**src/rtl/video_rx_pkg.sv**
```systemverilog
// video_rx_pkg: FSM state encoding, err_flags bit positions and pixel width
// shared by the video timing receiver.
package video_rx_pkg;

  typedef enum logic {
    S_WAIT  = 1'b0,
    S_FRAME = 1'b1
  } rx_state_e;

  localparam int ERR_HCOUNT = 0;
  localparam int ERR_VCOUNT = 1;
  localparam int ERR_SYNC   = 2;

  localparam int RGB_W = 24;

endpackage

```
**src/rtl/sync_edge_det.sv**
```systemverilog
// sync_edge_det: single register stage on a video control input, with rise
// and fall pulses taken against the previous registered sample.
module sync_edge_det #(
  parameter logic IDLE = 1'b1
) (
  input  logic clk,
  input  logic rst,
  input  logic d,
  output logic q,
  output logic rise,
  output logic fall
);

  logic prev;

  always_ff @(posedge clk) begin
    if (rst) begin
      q    <= IDLE;
      prev <= IDLE;
    end else begin
      q    <= d;
      prev <= q;
    end
  end

  assign rise = q & ~prev;
  assign fall = ~q & prev;

endmodule

```
**src/rtl/video_timing_rx.sv**
```systemverilog
// video_timing_rx: captures active pixels and checks line/frame geometry.
// Optional per-frame pixel checksum output is enabled by VIDEO_RX_CHECKSUM_EN.
//
// state   | meaning
// S_WAIT  | idle until the first vid_vs falling edge
// S_FRAME | capturing pixels and checking line/frame geometry
module video_timing_rx
  import video_rx_pkg::*;
#(
  parameter int HDISP = 800,
  parameter int VDISP = 480
) (
  input  logic                     pixel_clk,
  input  logic                     pixel_rst,
  input  logic                     vid_hs,
  input  logic                     vid_vs,
  input  logic                     vid_blank,
  input  logic [RGB_W-1:0]         vid_rgb,
  output logic                     pix_valid,
  output logic [$clog2(HDISP)-1:0] pix_x,
  output logic [$clog2(VDISP)-1:0] pix_y,
  output logic [RGB_W-1:0]         pix_rgb,
  output logic                     frame_done,
  output logic                     frame_ok,
  output logic [2:0]               err_flags,
  output logic [15:0]              frame_cnt
`ifdef VIDEO_RX_CHECKSUM_EN
  ,
  output logic [31:0]              frame_sum
`endif
);

  localparam int XW = $clog2(HDISP);
  localparam int YW = $clog2(VDISP);
  localparam int CW = 16;
  localparam logic [CW-1:0] H_END   = CW'(HDISP);
  localparam logic [CW-1:0] V_END   = CW'(VDISP);
  localparam logic [CW-1:0] CNT_MAX = '1;

  logic hs_q, hs_rise, hs_fall;
  logic vs_q, vs_rise, vs_fall;
  logic blank_q, blank_rise, blank_fall;
  logic [RGB_W-1:0] rgb_q;

  sync_edge_det #(.IDLE(1'b1)) u_hs (
    .clk(pixel_clk), .rst(pixel_rst), .d(vid_hs),
    .q(hs_q), .rise(hs_rise), .fall(hs_fall)
  );
  sync_edge_det #(.IDLE(1'b1)) u_vs (
    .clk(pixel_clk), .rst(pixel_rst), .d(vid_vs),
    .q(vs_q), .rise(vs_rise), .fall(vs_fall)
  );
  sync_edge_det #(.IDLE(1'b0)) u_blank (
    .clk(pixel_clk), .rst(pixel_rst), .d(vid_blank),
    .q(blank_q), .rise(blank_rise), .fall(blank_fall)
  );

  logic unused_edges;
  assign unused_edges = hs_rise | hs_fall | vs_rise | blank_rise;

  always_ff @(posedge pixel_clk) begin
    if (pixel_rst) rgb_q <= '0;
    else           rgb_q <= vid_rgb;
  end

  rx_state_e     state;
  logic [CW-1:0] col, row, closed;
  logic          in_frame, active, line_end, frame_end, capture;
  logic [2:0]    err_set, err_next;

  // A line closing in the same cycle as vid_vs falls still counts toward the frame.
  always_comb begin
    in_frame  = (state == S_FRAME);
    active    = in_frame & blank_q;
    line_end  = in_frame & blank_fall;
    frame_end = in_frame & vs_fall;
    capture   = active & (col < H_END) & (row < V_END);
    closed    = row + CW'(line_end);
    err_set   = '0;
    err_set[ERR_HCOUNT] = (active & (col >= H_END)) | (line_end & (col != H_END));
    err_set[ERR_VCOUNT] = (active & (row >= V_END)) | (frame_end & (closed != V_END));
    err_set[ERR_SYNC]   = active & (~hs_q | ~vs_q);
    err_next  = (frame_done ? 3'b000 : err_flags) | err_set;
  end

  always_ff @(posedge pixel_clk) begin
    if (pixel_rst) begin
      state      <= S_WAIT;
      col        <= '0;
      row        <= '0;
      pix_valid  <= 1'b0;
      pix_x      <= '0;
      pix_y      <= '0;
      pix_rgb    <= '0;
      frame_done <= 1'b0;
      frame_ok   <= 1'b0;
      err_flags  <= '0;
      frame_cnt  <= '0;
    end else begin
      pix_valid  <= capture;
      frame_done <= frame_end;
      if (capture) begin
        pix_x   <= col[XW-1:0];
        pix_y   <= row[YW-1:0];
        pix_rgb <= rgb_q;
      end
      case (state)
        S_WAIT: begin
          if (vs_fall) begin
            state <= S_FRAME;
            col   <= '0;
            row   <= '0;
          end
        end
        S_FRAME: begin
          err_flags <= err_next;
          if (frame_end) begin
            col       <= '0;
            row       <= '0;
            frame_ok  <= (err_next == 3'b000);
            frame_cnt <= frame_cnt + 16'd1;
          end else if (line_end) begin
            col <= '0;
            if (row != CNT_MAX) row <= row + CW'(1);
          end else if (active && col != CNT_MAX) begin
            col <= col + CW'(1);
          end
        end
        default: state <= S_WAIT;
      endcase
    end
  end

`ifdef VIDEO_RX_CHECKSUM_EN
  logic [31:0] sum_acc, sum_add;
  assign sum_add = capture ? {{(32-RGB_W){1'b0}}, rgb_q} : 32'd0;

  always_ff @(posedge pixel_clk) begin
    if (pixel_rst) begin
      sum_acc   <= '0;
      frame_sum <= '0;
    end else if (frame_end) begin
      frame_sum <= sum_acc + sum_add;
      sum_acc   <= '0;
    end else begin
      sum_acc   <= sum_acc + sum_add;
    end
  end
`endif

endmodule

```
**config.mk**
```make
export PLATFORM = sky130hd
export DESIGN_NAME = video_timing_rx
export DESIGN_NICKNAME = d
export VERILOG_FILES = /design/src/rtl/video_rx_pkg.sv /design/src/rtl/sync_edge_det.sv /design/src/rtl/video_timing_rx.sv
export SDC_FILE = /design/constraint.sdc
export NUM_CORES = 1
export LEC_CHECK = 0
export BUFFER_PORTS_ARGS = -buffer_cell sky130_fd_sc_hd__buf_2
export CELL_PAD_IN_SITES_DETAIL_PLACEMENT = 0
export CELL_PAD_IN_SITES_GLOBAL_PLACEMENT = 2
export CORE_MARGIN = 2
export CORE_UTILIZATION = 25
export CTS_CLUSTER_DIAMETER = 120
export DETAILED_ROUTE_END_ITERATION = 8
export GPL_TIMING_DRIVEN = 0
export PLACE_DENSITY_LB_ADDON = 0.1
export SETUP_SLACK_MARGIN = 0.15
export SYNTH_ARGS = -nofsm -noshare
export SYNTH_HDL_FRONTEND = slang
export SYNTH_HIERARCHICAL = 1
export SYNTH_SLANG_ARGS = --single-unit
```
**constraint.sdc**
```tcl
create_clock -name pixel_clk -period 2.49 [get_ports pixel_clk]
set_input_delay 0.249 -clock pixel_clk [delete_from_list [all_inputs] [get_ports pixel_clk]]
set_output_delay 0.249 -clock pixel_clk [all_outputs]
set_load 0.1 [all_outputs]
```
# [Word level (Yosys, flattened, before mapping)]
# Index checks and enable logic that the tools add are counted.
[word_totals] reg_bits=127 output_inout_bits=65 wordCells=70
[op_classes] add_sub_neg=4 order_cmp=4 eq_ne=8 n_mux=12 bitwise=20 reduce_logical=5
[op_table] op="$mux W16" n=7
[op_table] op="$pmux W16 S2" n=2
[op_table] op="$add A16 B1 Y16 const B" n=3
[op_table] op="$ne A16 B16 Y1 const B" n=2
[op_table] op="$add A16 B1 Y16" n=1
[op_table] op="$ge A16 B10 Y1 const B" n=1
[op_table] op="$ge A16 B9 Y1 const B" n=1
[op_table] op="$lt A16 B10 Y1 const B" n=1
[op_table] op="$lt A16 B9 Y1 const B" n=1
[op_table] op="$ne A16 B10 Y1 const B" n=1
[op_table] op="$ne A16 B9 Y1 const B" n=1
[op_table] op="$and A1 B1 Y1" n=12
[op_table] op="$ne A3 B1 Y1 const B" n=2
[op_table] op="$ne A4 B1 Y1 const B" n=1
[op_table] op="$not A1 Y1" n=4
[op_table] op="$reduce_and A2 Y1" n=2
[op_table] op="$logic_not A3 Y1" n=1
[op_table] op="$mux W3" n=1
[op_table] op="$or A1 B1 Y1" n=3
[op_table] op="$or A3 B3 Y3" n=1
[op_table] op="$reduce_and A3 Y1" n=1
[op_table] op="$mux W1" n=2
[op_table] op="$ne A2 B2 Y1 const B" n=1
[op_table] op="$logic_and A1 B1 Y1" n=1

# [Logic depth before layout (Yosys ltp)]
[logic_depth] depth_word=9 mapped_depth=11 depth_no_buf=11

# [Hierarchy]
# Netlist, hierarchy kept.
[by_module_without_submodules] mod="video_timing_rx" n_inst=1 cells_each=593 area_each_um2=5261.3 seq_area_each_um2=2442.3
[by_module_without_submodules] mod="sync_edge_det at u_hs ..." n_inst=2 cells_each=6 area_each_um2=66.3 seq_area_each_um2=40.0
[by_module_without_submodules] mod="sync_edge_det at u_blank" n_inst=1 cells_each=6 area_each_um2=65.1 seq_area_each_um2=40.0

# [Least setup slack after synthesis]
# No wires, ideal clock.
[synth_timing] path_kind="register to register" from="register u_blank.q" to="register err_flags[1]" setup_time_ps=141 arrival_ps=2621 t_required_ps=2349 setup_slack_ps=-272 path_stages_with_launch=12 path_cell_list="dfxtp_1 > nor2b_1 > nand2_1 > inv_1 > ha_1 > ha_1 > nand3_1 > or3_1 > a2111o_1 > a2111oi_0 > nand2b_1 > a311oi_1"
[synth_between] elab_chain_len=8 word_cells_on_any_way=10 cone_classes="add/sub: 1; eq/ne: 1; bitwise: 8"
[synth_rtl] item="start, declared" line="sync_edge_det.sv:9" source="output logic q,"
[synth_rtl] item="start signal, assigned" line="sync_edge_det.sv:18" source="q <= IDLE;"
[synth_rtl] item="start signal, assigned" line="sync_edge_det.sv:21" source="q <= d;"
[synth_rtl] item="$not A1 Y1" line="sync_edge_det.sv:27" source="assign fall = ~q & prev;"
[synth_rtl] item="$and A1 B1 Y1" line="sync_edge_det.sv:27"
[synth_rtl] item="via blank_fall" line="video_timing_rx.sv:42" source="logic blank_q, blank_rise, blank_fall;"
[synth_rtl] item="$and A1 B1 Y1" line="video_timing_rx.sv:75" source="line_end = in_frame & blank_fall;"
[synth_rtl] item="$add A16 B1 Y16" line="video_timing_rx.sv:78" source="closed = row + CW'(line_end);"
[synth_rtl] item="$ne A16 B9 Y1" line="video_timing_rx.sv:81" source="err_set[ERR_VCOUNT] = (active & (row >= V_END)) | (frame_end & (closed != V_END));"
[synth_rtl] item="$and A1 B1 Y1" line="video_timing_rx.sv:81"
[synth_rtl] item="$or A1 B1 Y1" line="video_timing_rx.sv:81"
[synth_rtl] item="$or A3 B3 Y3" line="video_timing_rx.sv:83" source="err_next = (frame_done ? 3'b000 : err_flags) | err_set;"
[synth_rtl] item="end signal, assigned" line="video_timing_rx.sv:116" source="err_flags <= err_next;"
[synth_rtl] item="end, declared" line="video_timing_rx.sv:25" source="output logic [2:0] err_flags,"
# The timed path passes the listed nets, and every way through them passes these cells.
# A chain may end at the register's enable or synchronous reset.

# [Worst setup path after layout]
# Ends and elaborated chain as after synthesis.

==> results.md <==
Setup path:
- The end of the worst register-to-register path is err_flags[1].
- Following the worst setup path forward leads to its endpoint at err_flags[1].
- The nature of the critical path endpoint is a register.
- The signal on the critical path passes through nor2b_4 > nand2_4 > inv_4 > ha_4 > ha_4 > nand3_4 > or3_1 > a2111o_1 > a2111oi_4 > nand2b_1 > a311oi_1.
- The largest individual stage delay along the critical path comes from the cell sky130_fd_sc_hd__a2111o_1.
- The worst setup path category is reg2reg.
- The worst setup path is launched from a register.
- The startpoint of the worst register-to-register path is u_blank/q.
- In this run the worst path has a maximum fanout of 5.
- The beginning of the critical path is u_blank/q.
- The most numerous cell type found on the critical path is sky130_fd_sc_hd__ha_4.
- Measured in cells, the most critical reg-to-reg path has a length of 11.
- The longest individual stage delay on the worst path is 0.46 ns.
- The required time at the endpoint of the critical path is approximately 2.8 ns.
- The arrival time of data at the critical path endpoint is 2.71 ns.
- The minimum setup slack among reg-to-reg paths is about 0.048 ns.

Die:
- Measured along the y axis, the die boundary spans 151 um.
- The die covers approximately 23000 um2.
- The core region is roughly 21000 um2.
- The effective utilization at floorplan is roughly a quarter.
- From left edge to right edge, the die measures roughly 150 um.
- The count of pins on the block boundary is 94.
- The initialized floorplan defines 53 standard-cell rows.

Placement:
- The wire-length estimate of the detail-placed layout is around 11 mm.
- The setup slack at placement is -0.312 ns.
- The number of placed instances, taps included, is 973.
- The global placer's final weighted congestion is 0.727.
- Buffers placed on the I/O ports in this run total just over 90.

Clocking:
- The clock tree root driver cell is sky130_fd_sc_hd__clkbuf_16.
- The CTS tree is yes.
- The number of clock buffers added by TritonCTS is 17.
- The clock passes through at most 2 buffers.
- The count of H-tree levels built during CTS is 4.
- Clock-pin slew was measured on the worst setup and hold paths at ~0.060 ns.
- The tree built by TritonCTS fans out to ~130 sinks.
- Clock latency on the worst-skew pair, taken at its later pin, is 0.42 ns.

Cells and area:
- The layout has ~2200 filler cells.
- The share of cells above drive strength 1 is between 30 and 40%.
- The area growth from synthesis to layout is 32.0%.
- The count of cells in the finished layout, fillers not included, comes to 1020.
- The number of nets in the final layout is approximately 770.

Route:
- The remaining design rule violation count is 0.
- After the first detailed-routing iteration, the DRC count stood at 133.
- The first detailed-routing pass ran for 4 iterations.
- The via count is 4411.
- In this run the remaining antenna-violating nets after routing total 0.
- After detailed routing, the average wire length per cell comes to about 15 um.
- Dividing the detail-routed via count by the number of cells gives ~4.3.
- Wires add up to 14.9 mm.

Pwr:
- The worst IR drop on VDD is ~0.43 mV.
- Power spread over the standard cell area amounts to 720 nW/um2.
- The leakage power of the design is around 2.7 nW.

Yosys:
- The number of cells produced by synthesis is 605.
- The cell area that synthesis handed to floorplanning was around 5400 um2.
- The synthesized area per cell is 8.94 um2.
- The number of nets handed over by synthesis was about 640.
- During synthesis, Yosys emitted a total of 6 warnings.

STA:
- The worst path uses roughly 98% of the clock period.
- Once routing completed, OpenROAD measured the worst setup slack at just under 0.05 ns.
- For the final database, setup skew stands at a little over 0.01 ns.
- Counting I/O delays and the setup requirement, the final critical path takes 2.44 ns.
- The headroom to the max-slew limit is 48.6%.
- The number of setup violations in the final report is 0.
- At the pin with the least slew margin, the transition time is approximately 0.77 ns.
- The final number of max-transition violations is 0.
- Timing would allow up to 0.410 GHz.
- The number of hold violations in the final report is 0.
- Setup repair after global routing could not meet its margin everywhere.

Flow run:
- The tool flagged a number of max-cap violations equal to 0.

GRT:
- The total routing usage reported by global routing is between 10% and 20%.
- The number of antenna violations at the first check in global routing is 1.
- The first global-routing pass estimated 23.0 mm of wire.
- The maximum number of pins on one net before global-route repair is 17.
- Summed over all layers, the global routing overflow is 0.
- The number of global-route vias before repair came to ~4300.

Status:
- The flow ran to the end, and the final reports show no timing, DRC or antenna violations.

Worst hold path:
- The worst hold-check path type is in2reg.
## timing repair
item / in CTS / in global routing
pin swaps: 5 / 8
hold buffers: 1 / 0
resized for setup: 10 / 16
hold endpoints to repair: 1 / 0
endpoints found under the setup margin: 53 / 62
setup buffers: 4 / 9
## area by class of cell
type | instances | area, um2 | area share, %
multi-input combinational | 432 | 2750 | 38.5
sequential | 127 | 2550 | 35.8
timing repair buffer | 107 | 573 | 8.03
clock buffer | 17 | 425 | 5.96
tap | 275 | 344 | 4.82
clock inverter | 15 | 235 | 3.30
buffer | 33 | 203 | 2.84
inverter | 13 | 51.3 | 0.719
antenna | 1 | 2.50 | 0.0351
## cells in the final DEF (no fill, tap or decap), drive strengths merged, types with 2 or more instances in the layout
cell type,count
xnor2,21
nor4b,2
nor3,14
clkinv,6
o21ai,11
nor4,6
xor2,19
or2,5
and2,4
nor3b,2
or3,9
and3,6
buf,124
clkbuf,32
dfxtp,127
a21oi,54
nor2b,29
nor2,64
nand4,8
nand3,21
inv,16
bufinv,5
a2111oi,2
a311oi,2
a31oi,3
nand2,117
a211oi,3
or4,4
ha,7
## worst max-delay path: cells and delay by family, from the launching register on
family	cells	cell delay (ns)
compound gates	3	0.83
simple gates	5	0.80
flops	1	0.35
fa+ha+maj	2	0.27
buf+inv	1	0.06
## report_power, final
part / switching (W) / internal (W) / total, W / leakage, nW
combinational: 0.000184 / 0.0000786 / 0.000263 / 1.35
clock: 0.000997 / 0.00180 / 0.00279 / 0.320
sequential: 0.0000148 / 0.00207 / 0.00208 / 1.04
## registers in the layout (all words and copies together) (netlist names), 3 cells and up
register,count
col,16
pix_x,10
err_flags,3
pix_rgb,24
pix_y,9
frame_cnt,16
rgb_q,24
row,16
## layer usage
metal	vias up	wire length (um)	global-route usage, %	share of wire, %
li1	2280	-	-	-
met1	2033	7060	17.2	47
met2	90	6930	21.3	47
met3	8	797	4.19	5.3
met4	0	112	3.27	0.75
met5	-	0	0	0
## through the flow
stage	hold slack (ns)	instance area [um2]	TNS [ns]	utilization, %	total power [W]
after floorplan	0.313	5460	0	-	0.00229
after global placement	0.436	6260	-0.462	29.6	0.00237
after detailed placement	0.431	6260	-0.529	29.6	0.00238
after CTS	0.0134	7020	0	33.2	0.00520
after global routing	0.0313	7130	-0.0491	33.7	0.00532
final	0.0347	7140	0	33.7	0.00514
## worst min-delay path by stage
stage                    from        end  slack (ns)  depth (start not counted)
floorplan           pixel_rst  u_blank/q        0.31                          1
global placement       vid_vs     u_vs/q        0.44                          2
detailed placement     vid_vs     u_vs/q        0.43                          2
CTS                    vid_hs     u_hs/q        0.01                          2
global route           vid_hs     u_hs/q        0.03                          2
finish                 vid_hs     u_hs/q        0.03                          2
(Power assumes the default switching activity.)
